==> config.mk <==
export PLATFORM = sky130hd
export DESIGN_NAME = stopwatch_bcd_core
export DESIGN_NICKNAME = d
export VERILOG_FILES = /design/src/rtl/stopwatch_bcd_core.sv
export SDC_FILE = /design/constraint.sdc
export NUM_CORES = 1
export LEC_CHECK = 0
export CAP_MARGIN = 20
export CORE_MARGIN = 4
export CORE_UTILIZATION = 30
export DETAILED_ROUTE_END_ITERATION = 8
export GPL_ROUTABILITY_DRIVEN = 0
export GPL_TIMING_DRIVEN = 0
export PLACE_DENSITY = 0.43
export RECOVER_POWER = 100
export SLEW_MARGIN = 20
export SYNTH_ARGS = -nofsm -noshare
export SYNTH_HDL_FRONTEND = slang
export SYNTH_SLANG_ARGS = --single-unit
==> constraint.sdc <==
create_clock -name clk -period 6.5 [get_ports clk]
set_clock_uncertainty 0.15 [all_clocks]
set_input_delay 1.3 -clock clk [delete_from_list [all_inputs] [get_ports clk]]
set_output_delay 1.3 -clock clk [all_outputs]
set_load 0.05 [all_outputs]
==> src/rtl/stopwatch_bcd_core.sv <==
// Four-digit BCD stopwatch (SS.hh) with debounced start/clear buttons,
// run/pause/idle control, lap hold and saturating overflow at 99.99.
module stopwatch_bcd_core #(
  parameter int CLK_HZ          = 100_000_000,
  parameter int TICK_HZ         = 100,
  parameter int DEBOUNCE_CYCLES = 1_000_000
) (
  input  logic        clk,
  input  logic        clr_n,
  input  logic        btn_start,
  input  logic        btn_clear,
  output logic [15:0] value,
  output logic        running,
  output logic        overflow
);

  localparam int TICK_DIV = CLK_HZ / TICK_HZ;
  localparam int PW       = $clog2(TICK_DIV);
  localparam int DW       = (DEBOUNCE_CYCLES > 1) ? $clog2(DEBOUNCE_CYCLES) : 1;

  typedef enum logic [1:0] {S_IDLE, S_RUN, S_PAUSED} state_t;

  // Button index 0 is start, index 1 is clear.
  logic [1:0]    raw;
  logic [1:0]    sync1_q, sync1_d, sync2_q, sync2_d;
  logic [1:0]    deb_q, deb_d, deb_prev_q, deb_prev_d, press_q, press_d;
  logic [DW-1:0] dbc_q [2];
  logic [DW-1:0] dbc_d [2];

  state_t        state_q, state_d;
  logic [PW-1:0] pre_q, pre_d;
  logic [15:0]   count_q, count_d, lap_q, lap_d;
  logic          lap_act_q, lap_act_d, ovf_q, ovf_d;
  logic          start_p, clear_p, tick, sat;

  assign raw = {btn_clear, btn_start};

  function automatic logic [15:0] bcd_inc(input logic [15:0] v);
    logic [15:0] r;
    logic        carry;
    r     = v;
    carry = 1'b1;
    for (int d = 0; d < 4; d++) begin
      if (carry) begin
        if (v[d*4 +: 4] == 4'd9) begin
          r[d*4 +: 4] = 4'd0;
        end else begin
          r[d*4 +: 4] = v[d*4 +: 4] + 4'd1;
          carry       = 1'b0;
        end
      end
    end
    return r;
  endfunction

  always_comb begin
    sync1_d    = raw;
    sync2_d    = sync1_q;
    deb_d      = deb_q;
    deb_prev_d = deb_q;
    // Pulse one cycle after the debounced level rises; releases are ignored.
    press_d    = deb_q & ~deb_prev_q;
    for (int i = 0; i < 2; i++) begin
      dbc_d[i] = '0;
      if (sync2_q[i] != deb_q[i]) begin
        if (dbc_q[i] == DW'(DEBOUNCE_CYCLES - 1)) begin
          deb_d[i] = ~deb_q[i];
        end else begin
          dbc_d[i] = dbc_q[i] + 1'b1;
        end
      end
    end
  end

  assign start_p = press_q[0];
  assign clear_p = press_q[1];
  assign tick    = (state_q == S_RUN) && (pre_q == PW'(TICK_DIV - 1));
  assign sat     = tick && (count_q == 16'h9999);

  always_comb begin
    state_d   = state_q;
    pre_d     = pre_q;
    count_d   = count_q;
    lap_d     = lap_q;
    lap_act_d = lap_act_q;
    ovf_d     = ovf_q;

    if (state_q == S_RUN) pre_d = tick ? '0 : pre_q + 1'b1;

    // The tick lands first; a coincident button transition is applied on top.
    if (tick) begin
      if (sat) begin
        ovf_d   = 1'b1;
        state_d = S_PAUSED;
      end else begin
        count_d = bcd_inc(count_q);
      end
    end

    case (state_q)
      S_IDLE: begin
        if (start_p) begin
          state_d = S_RUN;
          pre_d   = '0;
        end
      end
      S_RUN: begin
        if (start_p) begin
          state_d   = S_PAUSED;
          lap_act_d = 1'b0;
        end else if (clear_p) begin
          if (!lap_act_q) begin
            lap_d     = count_q;
            lap_act_d = 1'b1;
          end else begin
            lap_act_d = 1'b0;
          end
        end
      end
      S_PAUSED: begin
        if (start_p) begin
          state_d = S_RUN;
        end else if (clear_p) begin
          state_d   = S_IDLE;
          count_d   = '0;
          ovf_d     = 1'b0;
          lap_act_d = 1'b0;
        end
      end
      default: state_d = S_IDLE;
    endcase
  end

  always_ff @(posedge clk) begin
    if (!clr_n) begin
      sync1_q    <= '0;
      sync2_q    <= '0;
      deb_q      <= '0;
      deb_prev_q <= '0;
      press_q    <= '0;
      dbc_q      <= '{default: '0};
      state_q    <= S_IDLE;
      pre_q      <= '0;
      count_q    <= '0;
      lap_q      <= '0;
      lap_act_q  <= 1'b0;
      ovf_q      <= 1'b0;
    end else begin
      sync1_q    <= sync1_d;
      sync2_q    <= sync2_d;
      deb_q      <= deb_d;
      deb_prev_q <= deb_prev_d;
      press_q    <= press_d;
      dbc_q      <= dbc_d;
      state_q    <= state_d;
      pre_q      <= pre_d;
      count_q    <= count_d;
      lap_q      <= lap_d;
      lap_act_q  <= lap_act_d;
      ovf_q      <= ovf_d;
    end
  end

  assign value    = lap_act_q ? lap_q : count_q;
  assign running  = (state_q == S_RUN);
  assign overflow = ovf_q;

endmodule
==> summary.txt <==
Layout
  • Filler Cell Count: 1632
  • Ant diodes: 0
  • Area growth from synthesis to layout: 15.4%
  • Share of layout cells above drive strength 1: 5.74%
  • Count of nets after finishing: 581

Synth
  • Leading post-synthesis cells by cell area: dfxtp_1 (44%), xor2_1 (7.3%), nor2_1 (6.3%), mux2i_1 (4.4%), xnor2_1 (3.8%)
  • Synthesized netlist cell count: 537
  • Compound-Gate Fraction of Synth Area: 4.25%
  • Mux cell area share after synthesis: 7.43%
  • Synthesized area per cell: 8.93 µm²
  • Share of synthesized flip-flops with an asynchronous set or reset: 0%
  • Post-synthesis cell type count: 43
  • Number of flip-flops and latches in the synthesized netlist: 106
  • Number of nets in the synthesized netlist: 548
  • Adder-cell share of the synthesized area: 1.83%
  • Post-synth EDFFs: 0
  • Sequential element share of the synthesized area: 44.2%
  • Fraction of synthesized cell area in xor and xnor cells: 11.1%
  • Combinational family with the most area after synthesis: simple AND/OR/NAND/NOR gates
  • Share of the synthesized area in the top cell type: 44.2%
  • Post-synthesis simple-gate area fraction: 28.2%
  • Post-synth top flop: dfxtp_1
  • Yosys Warn Count: 0
  • Largest area contributor in the synthesized netlist: dfxtp_1
  • Post-synthesis instance area: 4800 µm²

Place
  • Hpwl dp: 6.99 mm
  • Port-buffer cells: 21

Drt
  • Total met3 wirelength after detailed routing: 286 µm
  • Wire length per cell: 12.6 µm
  • Remaining antenna violation count after routing: 0
  • Detail Route met2 WL: 4.60 mm
  • Detailed-route via count: 3690
  • Post-route DRC: 0
  • Detailed-routing wirelength on met1: 4.85 mm
  • Initial DRC count: 68
  • Wire length after detailed routing: 9.89 mm
  • Post-DR vias/cell: 4.69
  • Top sig layer: met4
  • 1st-pass router iterations: 4

Timing
  • Achievable Freq: 0.256 GHz
  • Relative slew slack: 22.8%
  • Min Tclk post-route: 3.91 ns
  • Accumulated negative setup slack: 0 ns
  • Total count of max-transition violations in the final report: 0
  • Final setup violating endpoints: 0
  • Hold Vio Cnt, Final: 0
  • Part of the cycle the worst path needs: 60.1%
  • Slew @ Worst Pin: 1.14 ns
  • Unrepaired setup endpoints after global routing: no

Pwr
  • Leakage dissipation: 1.86 nW
  • Worst VDD drop: 0.000132 V
  • Final Power: 0.00119 W
  • PD cells: 215 nW/µm²

Worst setup path
  • CP Data Arrival Time: 2.46 ns
  • Crit end category: output port
  • Critical path class: reg2out
  • Critical path launch point type: register
  • Data required time at the worst endpoint: 5.05 ns
  • Worst Path Max Fanout: 10

Outcome
  • Run status: complete, no violations

GRT
  • First-pass GRT wire length: 16.8 mm
  • Gr ovfl total: 0
  • Vias in the first global route: 3485
  • Initial antenna violation count: 0
  • Total GRT Usage: 11.4%
  • Pin count of the biggest net entering global routing: 17

Floorplanning
  • Placeable core region: 15400 µm²
  • Count of pins on the block boundary: 22
  • Total Die Area: 18100 µm²
  • Row cnt: 45
  • Width of the die: 134 µm
  • Vertical die dimension: 134 µm
  • Effective utilization at floorplan: 31.1%

Clock tree
  • Clock Tree Buf Depth: 2
  • CTS clock-pin slew for the worst setup and hold paths: 0.07 ns
  • CTS tree: done
  • Clock network latency to the later pin of the worst-skew pair: 0.35 ns
  • Post-CTS repair timing setup buffer count: 0
  • CTS sink count: 106
  • Number of cells upsized or downsized after cts: 0
  • CTS H-tree lvls: 3
  • Clock root buffer master: clkbuf_16
  • Total CTS buffers: 9
  • CTS Hold Buffers Added: 0

Worst hold path
  • Type of the worst min-delay path: reg2reg

Flow run
  • Maximum capacitance violations: 0
==> worst max-delay path: stages (launching register included) <==
cell	delay [ns]
dfxtp_1	0.45
clkbuf_1	0.47
mux2_2	0.41
dlygate4sd3_1	0.77
==> worst paths after layout <==
| check | to | startpoint | cells after the start | slack [ns] |
|---|---|---|---|---|
| hold reg to reg | press_q[1]$_SDFF_PN0_ | deb_prev_q[1]$_SDFF_PN0_ | 1 | 0.24 |
| setup reg to reg | count_q[3]$_SDFF_PN0_ | pre_q[7]$_SDFF_PN0_ | 6 | 3.16 |
| setup / recovery | value[7] | lap_act_q$_SDFFE_PN0P_ | 3 | 2.59 |
| hold / removal | press_q[1]$_SDFF_PN0_ | deb_prev_q[1]$_SDFF_PN0_ | 1 | 0.24 |
==> synth_stat cells (all sizes together) (4+ instances only) <==
library cell	count
and3	10
ha	7
nor4b	6
mux2i	21
xnor2	21
nand4	17
a21oi	7
and4	4
nand4b	5
and2	6
clkbuf	19
mux2	13
nor2	80
nor2b	24
inv	13
nand3	30
o21ai	15
or4	4
nand2	47
nor3	7
xor2	40
dfxtp	106
nor4	9
==> cells in the final DEF, fill, tap and decap left out, types with 3 or more instances in the layout <==
master           n
a21oi_1          7
and2_0           5
and3_1          10
and4_1           4
clkbuf_1        22
clkbuf_16        9
dfxtp_1        106
dlygate4sd3_1   19
ha_1             7
inv_1           13
mux2_2          13
mux2i_1         21
nand2_1         47
nand3_1         30
nand4_1         17
nand4b_1         5
nor2_1          80
nor2b_1         24
nor3_1           6
nor4_1           9
nor4b_1          6
nor4bb_1         3
o211ai_1         3
o21ai_0         15
or4_1            4
xnor2_1         21
xor2_1          40
==> sequential cells by signal, summed over array words and instances (netlist names) <==
signal and cells:
press_q 2, sync2_q 2, lap_q 16, dbc_q 40, lap_act_q 1, overflow 1
state_q 2, pre_q 20, count_q 16, sync1_q 2, deb_prev_d 2, deb_prev_q 2
==> report_power, final <==
group	total, W	leakage, nW	internal, W	switching [W]
Combinational	0.0000177	0.871	0.00000564	0.0000120
Sequential	0.000651	0.854	0.000650	0.000000777
Clock	0.000524	0.139	0.000281	0.000244
==> metal layers <==
layer,vias up,global-route usage (%)
met5,-,0
met4,0,4.02
met3,15,3.09
met2,33,18.9
met1,1739,14.4
li1,1903,-
==> final cells by class <==
cell class,count,area [µm²],share of cell area (%)
clock buffers,12,256,4.63
multi-input cells,396,2520,45.5
flip-flops and latches,106,2120,38.3
well taps,211,264,4.77
inverters,13,48.8,0.881
repair buffers,22,218,3.93
plain buffers,22,83.8,1.51
clock inverters,4,26.3,0.474
==> logic make-up after synthesis <==
| family | Yosys count |
|---|---|
| compound gates | 34 |
| mux | 34 |
| xor+xnor | 61 |
| flops | 106 |
| buf+inv | 35 |
| fa+ha+maj | 7 |
| simple gates | 260 |
==> stage by stage <==
step	setup WS [ns]	util, %	cell area [µm²]	instances	hold WS [ns]
6_report	2.59	35.9	5540	786	0.235
5_1_grt	2.47	35.9	5540	786	0.241
4_1_cts	2.58	36.1	5570	786	0.239
3_5_place_dp	2.95	34.2	5280	770	0.229
3_3_place_gp	2.98	34.2	5270	769	0.223
2_1_floorplan	3.28	-	4800	537	0.217
Power figures use the tool's default switching activity.
